`src/rtl/sync_fifo_ctrl_pkg.sv`:
```
// sync_fifo_ctrl_pkg: read-mode encodings and threshold defaults shared by the FIFO family.
package sync_fifo_ctrl_pkg;
    localparam int FIFO_MODE_STD      = 0;
    localparam int FIFO_MODE_FWFT     = 1;
    localparam int AEMPTY_THR_DEFAULT = 2;
    function automatic int afull_thr_default(input int depth);
        return depth - 2;
    endfunction
endpackage

```
`src/rtl/fifo_ram.sv`:
```
// fifo_ram: register-array storage, synchronous write, asynchronous read, storage not reset.
module fifo_ram #(
    parameter int DEPTH = 8,
    parameter int WIDTH = 8
) (
    input  logic                     clk_i,
    input  logic                     we_i,
    input  logic [$clog2(DEPTH)-1:0] waddr_i,
    input  logic [WIDTH-1:0]         wdata_i,
    input  logic [$clog2(DEPTH)-1:0] raddr_i,
    output logic [WIDTH-1:0]         rdata_o
);
    logic [WIDTH-1:0] mem_q [DEPTH];

    always_ff @(posedge clk_i) begin
        if (we_i) mem_q[waddr_i] <= wdata_i;
    end

    assign rdata_o = mem_q[raddr_i];
endmodule

```
`src/rtl/sync_fifo_ctrl.sv`:
```
// sync_fifo_ctrl: single-clock FIFO with FWFT/standard read modes, level and sticky error flags.
module sync_fifo_ctrl
    import sync_fifo_ctrl_pkg::*;
#(
    parameter int DEPTH      = 8,
    parameter int WIDTH      = 8,
    parameter int FWFT       = FIFO_MODE_FWFT,
    parameter int AFULL_THR  = afull_thr_default(DEPTH),
    parameter int AEMPTY_THR = AEMPTY_THR_DEFAULT,
    parameter int PTR_SZ     = $clog2(DEPTH)
) (
    input  logic              clk_i,
    input  logic              rst_ni,
    input  logic              clr_i,
    input  logic              wr_i,
    input  logic [WIDTH-1:0]  data_i,
    output logic              full_o,
    output logic              afull_o,
    input  logic              rd_i,
    output logic [WIDTH-1:0]  data_o,
    output logic              valid_o,
    output logic              empty_o,
    output logic              aempty_o,
    output logic [PTR_SZ:0]   level_o,
    output logic              ovf_o,
    output logic              udf_o
);
    localparam logic [PTR_SZ:0] DEPTH_L  = (PTR_SZ+1)'(DEPTH);
    localparam logic [PTR_SZ:0] AFULL_L  = (PTR_SZ+1)'(AFULL_THR);
    localparam logic [PTR_SZ:0] AEMPTY_L = (PTR_SZ+1)'(AEMPTY_THR);

    logic [PTR_SZ:0]  wrptr_q, wrptr_d, rdptr_q, rdptr_d;
    logic             ovf_q, ovf_d, udf_q, udf_d, valid_q, valid_d;
    logic [WIDTH-1:0] data_q, data_d, rdata;
    logic             wr_en, rd_en;

    fifo_ram #(.DEPTH(DEPTH), .WIDTH(WIDTH)) u_ram (
        .clk_i   (clk_i),
        .we_i    (wr_en),
        .waddr_i (wrptr_q[PTR_SZ-1:0]),
        .wdata_i (data_i),
        .raddr_i (rdptr_q[PTR_SZ-1:0]),
        .rdata_o (rdata)
    );

    assign level_o  = wrptr_q - rdptr_q;
    assign full_o   = level_o == DEPTH_L;
    assign empty_o  = level_o == '0;
    assign afull_o  = level_o >= AFULL_L;
    assign aempty_o = level_o <= AEMPTY_L;
    // flush wins over both requests, so a write during clr_i is neither stored nor flagged
    assign wr_en    = wr_i && !full_o && !clr_i;
    assign rd_en    = rd_i && !empty_o && !clr_i;
    assign valid_o  = (FWFT == FIFO_MODE_FWFT) ? !empty_o : valid_q;
    assign data_o   = (FWFT == FIFO_MODE_FWFT) ? rdata : data_q;
    assign ovf_o    = ovf_q;
    assign udf_o    = udf_q;

    always_comb begin
        wrptr_d = clr_i ? '0 : wrptr_q + (PTR_SZ+1)'(wr_en);
        rdptr_d = clr_i ? '0 : rdptr_q + (PTR_SZ+1)'(rd_en);
        ovf_d   = !clr_i && (ovf_q || (wr_i && full_o));
        udf_d   = !clr_i && (udf_q || (rd_i && empty_o));
        valid_d = rd_en;
        data_d  = rd_en ? rdata : data_q;
    end

    always_ff @(posedge clk_i or negedge rst_ni) begin
        if (!rst_ni) begin
            wrptr_q <= '0;
            rdptr_q <= '0;
            ovf_q   <= 1'b0;
            udf_q   <= 1'b0;
            valid_q <= 1'b0;
            data_q  <= '0;
        end else begin
            wrptr_q <= wrptr_d;
            rdptr_q <= rdptr_d;
            ovf_q   <= ovf_d;
            udf_q   <= udf_d;
            valid_q <= valid_d;
            data_q  <= data_d;
        end
    end
endmodule

```
`config.mk`:
```
export PLATFORM = sky130hd
export DESIGN_NAME = sync_fifo_ctrl
export DESIGN_NICKNAME = d
export VERILOG_FILES = /design/src/rtl/sync_fifo_ctrl_pkg.sv /design/src/rtl/fifo_ram.sv /design/src/rtl/sync_fifo_ctrl.sv
export SDC_FILE = /design/constraint.sdc
export NUM_CORES = 1
export LEC_CHECK = 0
export BUFFER_PORTS_ARGS = -buffer_cell sky130_fd_sc_hd__buf_2
export CORE_MARGIN = 2
export CORE_UTILIZATION = 45
export DETAILED_ROUTE_END_ITERATION = 12
export GPL_ROUTABILITY_DRIVEN = 0
export PLACE_DENSITY = 0.64
export REMOVE_ABC_BUFFERS = 1
export SLEW_MARGIN = 20
export SYNTH_ARGS = -nofsm -noshare
export SYNTH_HDL_FRONTEND = slang
export SYNTH_HIERARCHICAL = 1
export SYNTH_SLANG_ARGS = --single-unit
```
`constraint.sdc`:
```
create_clock -name clk_i -period 2.85 [get_ports clk_i]
set_input_delay 0.57 -clock clk_i [delete_from_list [all_inputs] [get_ports clk_i]]
set_output_delay 0.57 -clock clk_i [all_outputs]
set_load 0.05 [all_outputs]
```
==> results.md <==
- Outcome: finished clean
- Final core utilization: 55.3%
- Clock tree root buffer cell: clkbuf_8
- Worst Setup SP: rdptr_q[0]
- Fillers: 548
- Depth of the worst register-to-register path: 7
- Worst clock skew: 7.99 ps
- Number of storage elements in the synthesis netlist: 74
- Critical R2R Launch: rdptr_q[0]
- Maximum count of clock buffers along a single path: 2
- Post-detailed-route DRC marker count: 0
- Part of the Yosys area used for sequential elements: 67.3%
- Critical path class: reg -> out
- Clock tree from TritonCTS: done
- Total negative slack: 0 ps
- Minimum clock period after layout: 2760 ps
- Count of inserted antenna diode cells: 0
- Synthesized instance count: 173
- Chip Height: 88.7 um
- Crit path capture: valid_o
- Library cell with the largest summed area after synthesis: edfxtp_1
- Finish-stage setup viols: 0
- Total number of H-tree levels: 3
- Maximum number of pins on one net before global-route repair: 19
- Startpoint Class: flop
- Gr ovfl total: 0
- Most common cell after layout, fill and taps aside: edfxtp_1
- Highest ir drop seen on vdd: 0.335 mV
- Total of buffers placed on input and output ports: 31
- Power per Cell Area: 744 nW/um2
- Count of distinct cell types in the synthesized netlist: 33
- Arrival time reported for the critical path endpoint: 2190 ps
- Maximum fanout along the worst path: 7
- Detailed placement HPWL: 4120 um
- Max-slew violation count: 0
- Count of boundary I/O pins: 32
- Clock slew at reported path FFs: 70 ps
- Clk sink count: 74
- First-pass GRT wire length: 9360 um
- Worst slew margin relative to its limit: 61.8%
- Leakage power summed over all cells: 0.00142 uW
- Vias after detailed routing: 1738
- Synthesized cell area: 3230 um2
- Hold violation count in the final report: 0
- Source-to-sink clock delay at the later pin of the worst-skew pair: 340 ps
- Via count of the first global-routing pass: 1839
- Primary FF master, synth: edfxtp_1
- Slew at the pin closest to its max-slew limit: 572 ps
- Slack of the worst reg-to-reg path: 270 ps
- Leading cell types in the layout, fill and taps excluded: 64 x edfxtp_1, 29 x buf_2, 19 x buf_4, 15 x mux4_1
- Count of yosys warnings during synthesis: 6
- Data required time at the worst endpoint: 2280 ps
- Final Net Count: 248
- HP Class: in -> async
- Leading post-synthesis cells by cell area: edfxtp_1 60%, mux4_1 12%, dfrtp_1 7.8%
- Synth top area share: 59.6%
- Number of placement rows: 30
- WL per Instance: 18.5 um
- Die Width: 88.7 um
- 1st-iter DRT viols: 91
- Unrepaired setup endpoints after global routing: yes
- EDFF count, synth: 64
- Category of the worst setup path capture point: primary output
- Proportion of layout cells with a drive suffix above 1: 36.6%
- Antenna Violating Nets Remaining: 0
- Total routed wirelength: 6070 um
- Proportion of register bits with asynchronous set or reset after synthesis: 13.5%
- Aggregate global-route resource usage: 17.0%
- TritonCTS buffer count: 9
- Fraction of the cycle the final worst path needs: 97.0%
- Initial standard-cell utilization of the core: 47.0%
- Avg Inst Size Synth: 18.7 um2
- Area inside the core boundary: 6870 um2
- Post-detailed-route via-to-cell ratio: 5.30
- Antenna violations before repair: 0
- Count of max-cap constraint violations: 0
- Iteration count of the initial detailed-routing pass: 4
- Area overhead of the layout relative to synthesis: 17.7%
- Max Clock Freq: 0.362 GHz
- R2r endpoint: u_ram/mem_q[1][0]
- Area of the die: 7860 um2
final cells by class:
type / instances / area, um2 / area share, %
clock inverter: 1 / 3.75 / 0.0988
sequential: 74 / 2170 / 57.2
multi-input combinational: 85 / 1010 / 26.7
inverter: 8 / 30.0 / 0.791
tap: 96 / 120 / 3.16
clock buffer: 15 / 156 / 4.12
timing repair buffer: 49 / 303 / 7.97
synthesized netlist by cell type (all sizes together), types with 2 or more instances:
library cell   n
a21oi          3
buf            4
clkbuf         2
dfrtp         10
edfxtp        64
ha             7
inv            8
mux2           8
mux4          16
nand2          6
nand2b         3
nand3          3
nor2          11
nor2b          4
nor3           6
o311a          2
o41ai          2
xnor2          3
xor2           4
power by group:
group          internal (uW)  leakage, uW  switching [uW]
clock                    339    0.0000794             340
combinational            335     0.000628             584
sequential              1210     0.000715            15.2
per-stage QoR:
stage          total power [uW]  std cells  worst slack [ps]  hold WS, ps  area (um2)
4_1_cts                    2820        326              24.0         81.6        3770
3_5_place_dp               2090        309              66.8          454        3570
5_1_grt                    2940        328             -12.4         87.3        3800
3_3_place_gp               2070        309               250          446        3570
2_1_floorplan              1870        167              -590          274        3180
6_report                   2820        328              85.6         86.7        3800
layer usage:
metal,global-route usage [%],vias to the layer above,share of wire (%)
met5,0,-,0
met4,8.13,0,1.5
met3,4.48,9,3.5
met2,29.6,47,54
met1,19.6,883,41
li1,-,799,-
worst min path at each step:
stage	start	to	slack, ps	cells past startpoint
4_1_cts	rst_ni	rdptr_q[3]	80	1
5_1_grt	rst_ni	ovf_o	90	1
6_report	rst_ni	ovf_o	90	1
2_1_floorplan	rst_ni	ovf_o	270	0
3_3_place_gp	rst_ni	ovf_o	450	1
3_5_place_dp	rst_ni	wrptr_q[1]	450	1
logic make-up after synthesis:
family,synth area share (%)
flops,67.3
mux,15.7
xor+xnor,2.13
simple gates,6.13
buf+inv,2.40
compound gates,2.99
fa+ha+maj,3.33
critical path, cell delays in order, from the launching register on:
cell	delay, ps
dfrtp_1	430
ha_4	190
fa_2	620
nand3_4	110
or3_4	350
buf_8	160
registers in the layout (all words and copies together) (netlist names):
register / cells
u_ram/mem_q: 64
rdptr_q: 4
udf_o: 1
wrptr_q: 4
ovf_o: 1
what timing repair did:
| item | in CTS | in global routing |
|---|---|---|
| buffers inserted | 2 | 2 |
| pin swaps | 3 | 3 |
| setup endpoints to repair | 3 | 42 |
| resized for setup | 8 | 7 |
| hold buffers | 0 | 0 |
| hold endpoints to repair | 0 | 0 |
(Power assumes the default switching activity.)
